$ cat src/rtl/multicycle_controller.sv
// Multicycle RV32I sequencer: FSM, ALU decoder, retired-instruction counter.
// Optional illegal-opcode trap state enabled by defining ILLEGAL_TRAP_EN.

module aludec (
  input  logic       opb5,
  input  logic [2:0] funct3,
  input  logic       funct7b5,
  input  logic [1:0] aluop,
  output logic [2:0] alucontrol
);

  logic rtype_sub;

  assign rtype_sub = funct7b5 & opb5;

  // Map ALUOp and function fields onto an ALU operation
  always_comb begin
    alucontrol = 3'b000;
    unique case (aluop)
      2'b00: alucontrol = 3'b000;
      2'b01: alucontrol = 3'b001;
      default: begin
        unique case (funct3)
          3'b000:  alucontrol = rtype_sub ? 3'b001 : 3'b000;
          3'b010:  alucontrol = 3'b101;
          3'b110:  alucontrol = 3'b011;
          3'b111:  alucontrol = 3'b010;
          default: alucontrol = 3'b000;
        endcase
      end
    endcase
  end

endmodule

module multicycle_controller #(
  parameter int INSTRET_W = 32
) (
  input  logic                 clk,
  input  logic                 reset_n,
  input  logic [6:0]           op,
  input  logic [2:0]           funct3,
  input  logic                 funct7b5,
  input  logic                 Zero,
  input  logic                 mem_ready,
  output logic                 mem_req,
  output logic                 AdrSrc,
  output logic                 IRWrite,
  output logic                 PCWrite,
  output logic                 RegWrite,
  output logic                 MemWrite,
  output logic [1:0]           ALUSrcA,
  output logic [1:0]           ALUSrcB,
  output logic [1:0]           ResultSrc,
  output logic [1:0]           ImmSrc,
  output logic [2:0]           ALUControl,
  output logic [INSTRET_W-1:0] instret,
  output logic                 illegal
);

  typedef enum logic [3:0] {
    FETCH,
    DECODE,
    MEMADR,
    MEMREAD,
    MEMWB,
    MEMWRITE,
    EXECUTER,
    EXECUTEI,
    ALUWB,
    BEQ,
    JAL,
    TRAP
  } state_t;

  state_t state, state_n;

  logic       is_lw;
  logic       is_sw;
  logic       is_r;
  logic       is_i;
  logic       is_beq;
  logic       is_jal;
  logic       pcupdate;
  logic       branch;
  logic [1:0] aluop;
  logic       retire;

  assign is_lw  = (op == 7'b0000011);
  assign is_sw  = (op == 7'b0100011);
  assign is_r   = (op == 7'b0110011);
  assign is_i   = (op == 7'b0010011);
  assign is_beq = (op == 7'b1100011);
  assign is_jal = (op == 7'b1101111);

  // State register
  always_ff @(posedge clk or negedge reset_n) begin
    if (!reset_n) state <= FETCH;
    else          state <= state_n;
  end

  // Next-state logic; memory states hold until mem_ready
  always_comb begin
    state_n = state;
    unique case (state)
      FETCH:    if (mem_ready) state_n = DECODE;
      DECODE: begin
        unique case (1'b1)
          is_lw:   state_n = MEMADR;
          is_sw:   state_n = MEMADR;
          is_r:    state_n = EXECUTER;
          is_i:    state_n = EXECUTEI;
          is_beq:  state_n = BEQ;
          is_jal:  state_n = JAL;
`ifdef ILLEGAL_TRAP_EN
          default: state_n = TRAP;
`else
          default: state_n = FETCH;
`endif
        endcase
      end
      MEMADR:   state_n = is_lw ? MEMREAD : MEMWRITE;
      MEMREAD:  if (mem_ready) state_n = MEMWB;
      MEMWB:    state_n = FETCH;
      MEMWRITE: if (mem_ready) state_n = FETCH;
      EXECUTER: state_n = ALUWB;
      EXECUTEI: state_n = ALUWB;
      ALUWB:    state_n = FETCH;
      BEQ:      state_n = FETCH;
      JAL:      state_n = ALUWB;
      TRAP:     state_n = TRAP;
      default:  state_n = FETCH;
    endcase
  end

  // Per-state datapath selects and enables
  always_comb begin
    mem_req   = 1'b0;
    AdrSrc    = 1'b0;
    IRWrite   = 1'b0;
    pcupdate  = 1'b0;
    branch    = 1'b0;
    RegWrite  = 1'b0;
    MemWrite  = 1'b0;
    ALUSrcA   = 2'b00;
    ALUSrcB   = 2'b00;
    ResultSrc = 2'b00;
    aluop     = 2'b00;
    unique case (state)
      FETCH: begin
        mem_req   = 1'b1;
        ALUSrcB   = 2'b10;
        ResultSrc = 2'b10;
        IRWrite   = mem_ready;
        pcupdate  = mem_ready;
      end
      DECODE: begin
        ALUSrcA = 2'b01;
        ALUSrcB = 2'b01;
      end
      MEMADR: begin
        ALUSrcA = 2'b10;
        ALUSrcB = 2'b01;
      end
      MEMREAD: begin
        mem_req = 1'b1;
        AdrSrc  = 1'b1;
      end
      MEMWB: begin
        ResultSrc = 2'b01;
        RegWrite  = 1'b1;
      end
      MEMWRITE: begin
        mem_req  = 1'b1;
        AdrSrc   = 1'b1;
        MemWrite = 1'b1;
      end
      EXECUTER: begin
        ALUSrcA = 2'b10;
        aluop   = 2'b10;
      end
      EXECUTEI: begin
        ALUSrcA = 2'b10;
        ALUSrcB = 2'b01;
        aluop   = 2'b10;
      end
      ALUWB: begin
        RegWrite = 1'b1;
      end
      BEQ: begin
        ALUSrcA = 2'b10;
        aluop   = 2'b01;
        branch  = 1'b1;
      end
      JAL: begin
        ALUSrcA  = 2'b01;
        ALUSrcB  = 2'b10;
        pcupdate = 1'b1;
      end
      default: begin
        mem_req = 1'b0;
      end
    endcase
  end

  assign PCWrite = pcupdate | (branch & Zero);

  // Immediate format depends only on the opcode
  always_comb begin
    ImmSrc = 2'b00;
    unique case (1'b1)
      is_sw:   ImmSrc = 2'b01;
      is_beq:  ImmSrc = 2'b10;
      is_jal:  ImmSrc = 2'b11;
      default: ImmSrc = 2'b00;
    endcase
  end

  aludec u_aludec (
    .opb5       (op[5]),
    .funct3     (funct3),
    .funct7b5   (funct7b5),
    .aluop      (aluop),
    .alucontrol (ALUControl)
  );

  assign retire = (state == MEMWB) |
                  (state == ALUWB) |
                  (state == BEQ) |
                  ((state == MEMWRITE) & mem_ready);

  // Retired-instruction counter, wraps silently
  always_ff @(posedge clk or negedge reset_n) begin
    if (!reset_n)    instret <= '0;
    else if (retire) instret <= instret + 1'b1;
  end

`ifdef ILLEGAL_TRAP_EN
  assign illegal = (state == TRAP);
`else
  assign illegal = 1'b0;
`endif

endmodule

$ cat config.mk
export PLATFORM = sky130hd
export DESIGN_NAME = multicycle_controller
export DESIGN_NICKNAME = d
export VERILOG_FILES = /design/src/rtl/multicycle_controller.sv
export SDC_FILE = /design/constraint.sdc
export NUM_CORES = 1
export LEC_CHECK = 0
export CAP_MARGIN = 30
export CORE_ASPECT_RATIO = 0.9
export CORE_MARGIN = 4
export CORE_UTILIZATION = 50
export DETAILED_ROUTE_END_ITERATION = 12
export PLACE_DENSITY = 0.95
export RECOVER_POWER = 100
export SETUP_SLACK_MARGIN = 0.4
export SLEW_MARGIN = 10
export SYNTH_ARGS = -nofsm -noshare
export SYNTH_HDL_FRONTEND = slang
export SYNTH_HIERARCHICAL = 1
export SYNTH_SLANG_ARGS = --single-unit
export TNS_END_PERCENT = 30
$ cat constraint.sdc
create_clock -name clk -period 4.05 [get_ports clk]
set_input_delay 0.6075 -clock clk [delete_from_list [all_inputs] [get_ports clk]]
set_output_delay 0.6075 -clock clk [all_outputs]
set_load 0.02 [all_outputs]
==> results <==
- The number of antenna violations at the first check in global routing is 0.
- The via count is 1834.
- The checks that failed: capacitance limit, slew limit.
- The number of top-level pins is 65.
- The post-synthesis mux area share is 0.0112.
- The number of buffer and inverter instances along the worst setup path is 2.
- The number of slew-limit violations in the final report is 37.
- The largest net degree at the start of global routing is 37.
- Routability-driven placement finished with a final weighted congestion of 0.834.
- The pre-CTS setup slack is 1160 ps.
- The clock slew seen by the registers of the worst setup and hold paths is 70 ps.
- IR analysis of the VDD net gives a maximum drop of 0.000207 V.
- The number of gates on the worst path with buffers counted is 4.
- The clock buffer count from CTS is 5.
- After detailed routing, the average wire length per cell comes to 15.2 um.
- The via count of the first global-routing pass is 1724.
- The number of setup violations in the final report is 0.
- The most common cell in the netlist is sky130_fd_sc_hd__dfrtp_1.
- The final core utilization is 0.723.
- The fraction of the yosys area taken by sequential cells is 0.449.
- The initial core utilization is 0.531.
- The worst setup path is launched from an input pin.
- The total of flip-flops plus latches after synthesis is 36.
- The number of detailed-routing iterations run before antenna repair is 4.
- The CTS tree is yes.
- The number of nets in the finished design is 294.
- The routed design could run at a clock period as short as 3070 ps.
- The DRC marker count from the first detailed-route iteration is 138.
- The number of H-tree levels is 2.
- The die width is 74.8 um.
- The total die area is 0.00510 mm2.
- At the worst endpoint, the required time is 3440 ps.
- Row generation in the floorplan step produced 21 rows.
- Port buffering added 63 buffers.
- The part of the total power dissipated in sequential elements is 0.493.
- Measured against its own limit, the worst slew margin works out to -0.228.
- The placed instances occupy a cell area of 0.00267 mm2.
- The count of nets left with antenna violations once routing finished came out at 0.
- In the synthesized netlist, the cells that appear most often are sky130_fd_sc_hd__dfrtp_1 (36), sky130_fd_sc_hd__xnor2_1 (25), sky130_fd_sc_hd__nor2_1 (20).
- The critical path's top delay family is buffers and inverters.
- Of the total power, the share spent switching nets is 0.287.
- The first-pass GRT wire length is 8.18 mm.
- Max-cap violations in this run came to 1.
- The half-perimeter wire length of the detailed placement result is 3.70 mm.
- The critical path goes through dlygate4sd3_1 > nor3_1 > o21a_1 > dlygate4sd3_1.
- The share of cells above drive strength 1 is 0.0466.
- Setup repair after global routing left no endpoint under its margin.
- The maximum buffer depth of the clock tree is 2.
- The largest area contributor in the netlist is sky130_fd_sc_hd__dfrtp_1.
- Final hold analysis gives a worst-case slack of 468 ps.
- The share of synthesized area in the top cell type comes to 0.449.
- Each instance of the synthesized netlist takes up on average 9.38 um2.
- Data arrives at the worst endpoint at 2460 ps.
- The post-CTS repair timing setup buffer count is 0.
- For this run, the slowest stage of the critical path takes 670 ps.
- The insertion delay to the later sink of the worst-skew pair is 300 ps.
- The detailed-route DRC error count is 0.
- In this run the worst path has a maximum fanout of 4.
- The hold buffer count at cts is 0.
- The number of vias per cell after detailed routing is 5.64.
- After routing the design area is 0.00274 mm2.
- The vertical die dimension is 68.1 um.
- The cell-internal power is 0.000581 W.
- The slew of the pin with the lowest slew margin is 1840 ps.
- The post-cts resize count is 0.
- For this design, the slowest cell found on the critical path is sky130_fd_sc_hd__dlygate4sd3_1.
- The power density over the cells is 298 mW/mm2.
- The multi-input gate area in the final layout is 0.00103 mm2.
- Of the total power, combinational logic draws 0.178.
- The number of nets handed over by synthesis was 230.
- The analysis attributes to net switching a power of 0.000234 W.
- The worst setup path is captured at a primary output.
- The most common flop cell mapped by yosys is sky130_fd_sc_hd__dfrtp_1.
- The worst register-to-register path has a depth of 5.
- The analysis attributes to cell leakage a power of 1.27 nW.
- The critical path in this run is classified as input pin to primary output.
- The number of clock sinks is 36.
- The number of different library cells used by synthesis comes to 40.
- The final wirelength is 4.95 mm.
- The final setup TNS is 0 ps.
- For this run, asynchronously set or reset flops after synthesis account for 1.00.
- In the post-route analysis, the smallest setup slack over all paths is 980 ps.
- The share of synthesized cell area in full adder, half adder and majority cells is 0.00623.
- The sequential standard cell area is 901 um2.
- Of the total synthesized cell area, the portion taken by XOR and XNOR cells is 0.144.
- Synthesis produced a netlist whose cell count is 214.
- In the finished design, the share of the clock period the worst path needs comes to 0.758.
- The number of synthesized flops with an enable pin is 0.
- The compound-gate portion of the synthesized area was 0.0667.
- Counting the fill cells in the layout gives 307.
- The number of antenna cells inserted is 0.
- The library cell used as clock root buffer is sky130_fd_sc_hd__clkbuf_8.
- In this run the cell area of the synthesized design comes to 0.00201 mm2.
- The total count of hold-check failures in the final report is 0.
- Of the total synthesized cell area, the portion taken by AND, OR, NAND and NOR gates is 0.297.
- By area, the combinational part of the netlist is dominated by simple AND/OR/NAND/NOR gates.
- The total routing usage reported by global routing is 0.214.
- The warning count from the yosys run is 6.
- The share of total power dissipated in the clock network is 0.329.
- The area growth from synthesis to layout is 36.2%.
- The flow ran to the end, but the final reports show violations.
- By area the synthesized netlist is led by sky130_fd_sc_hd__dfrtp_1 (45%), sky130_fd_sc_hd__xnor2_1 (11%), sky130_fd_sc_hd__nand4_1 (4.4%).
- The floorplan step defined a core boundary enclosing 0.00378 mm2.
- The worst-case clock skew is 6.83 ps.
- Along the worst hold path, the cell count comes to 1.
- The total overflow left after global routing is 0.
- The type of the worst min-delay path is flip-flop to flip-flop.
- In this design, the critical path's most frequently occurring cell is sky130_fd_sc_hd__dlygate4sd3_1.
- The achievable frequency is 0.326 GHz.
## area by class of cell
cell class | count | area share
flip-flops and latches | 36 | 0.329
repair buffers | 64 | 0.232
clock inverters | 1 | 0.00274
well taps | 46 | 0.0210
multi-input cells | 166 | 0.376
inverters | 5 | 0.00686
clock buffers | 7 | 0.0316
## power by group through the flow
stage | clock network, W | registers [W] | logic, W
after floorplan | 0 | 0.000416 | 0.0000629
after global placement | 0 | 0.000405 | 0.000153
after detailed placement | 0 | 0.000408 | 0.000157
after CTS | 0.000273 | 0.000402 | 0.000157
after global routing | 0.000293 | 0.000405 | 0.000156
final | 0.000268 | 0.000402 | 0.000145
## worst register-to-register path, delay by kind of cell (launching register included)
| kind | cells | cell delay (ps) |
|---|---|---|
| AOI/OAI and AO/OA | 1 | 230 |
| xor gates and xnor gates | 1 | 170 |
| DFF | 1 | 630 |
| and+or+nand+nor | 3 | 1690 |
## routing by layer
metal  GRT usage  part of all wire  routed length, um  vias up
met4      0.0533             0.014                 71        0
met5           0                 0                  0        -
met3      0.0749             0.074                368        8
li1            -                 -                  -      879
met1       0.274              0.43               2120      878
met2       0.345              0.48               2390       69
## per-stage QoR
stage               std cells  power, W
global route              325  0.000854
CTS                       325  0.000832
detailed placement        317  0.000564
global placement          317  0.000558
floorplan                 214  0.000479
finish                    325  0.000814
## worst paths after layout
kind	startpoint	end	slack [ps]
min in group asynchronous	reset_n	instret[31]	1350
max in group asynchronous	reset_n	state[0]	1640
max	op[2]	ImmSrc[0]	980
max reg2reg	state[2]	instret[31]	1280
min	instret[31]	instret[31]	470
min reg2reg	instret[31]	instret[31]	470
## logic make-up after synthesis
kind of cell | count (synthesis)
flip-flops | 36
other | 1
AO/OA/AOI/OAI | 21
adder cells (fa/ha/maj) | 1
multiplexers | 2
AND/OR/NAND/NOR | 108
buffers and inverters | 12
XOR/XNOR | 33
## flip-flops by register name (all words and copies together) (netlist names)
name,flops
instret,32
state,4
## placed cells by master, fill, tap and decap left out, types with 4 or more instances in the layout
cell type / n
sky130_fd_sc_hd__a21oi_1: 7
sky130_fd_sc_hd__and3_1: 8
sky130_fd_sc_hd__clkbuf_8: 6
sky130_fd_sc_hd__clkdlybuf4s50_1: 10
sky130_fd_sc_hd__dfrtp_1: 36
sky130_fd_sc_hd__dlygate4sd3_1: 53
sky130_fd_sc_hd__inv_1: 5
sky130_fd_sc_hd__nand2_1: 17
sky130_fd_sc_hd__nand2b_1: 7
sky130_fd_sc_hd__nand3_1: 12
sky130_fd_sc_hd__nand4_1: 14
sky130_fd_sc_hd__nor2_1: 20
sky130_fd_sc_hd__nor2b_1: 6
sky130_fd_sc_hd__nor3_1: 9
sky130_fd_sc_hd__nor4_1: 4
sky130_fd_sc_hd__o21ai_0: 4
sky130_fd_sc_hd__xnor2_1: 25
sky130_fd_sc_hd__xor2_1: 8
Note: power is estimated with default switching activity, not from simulation.
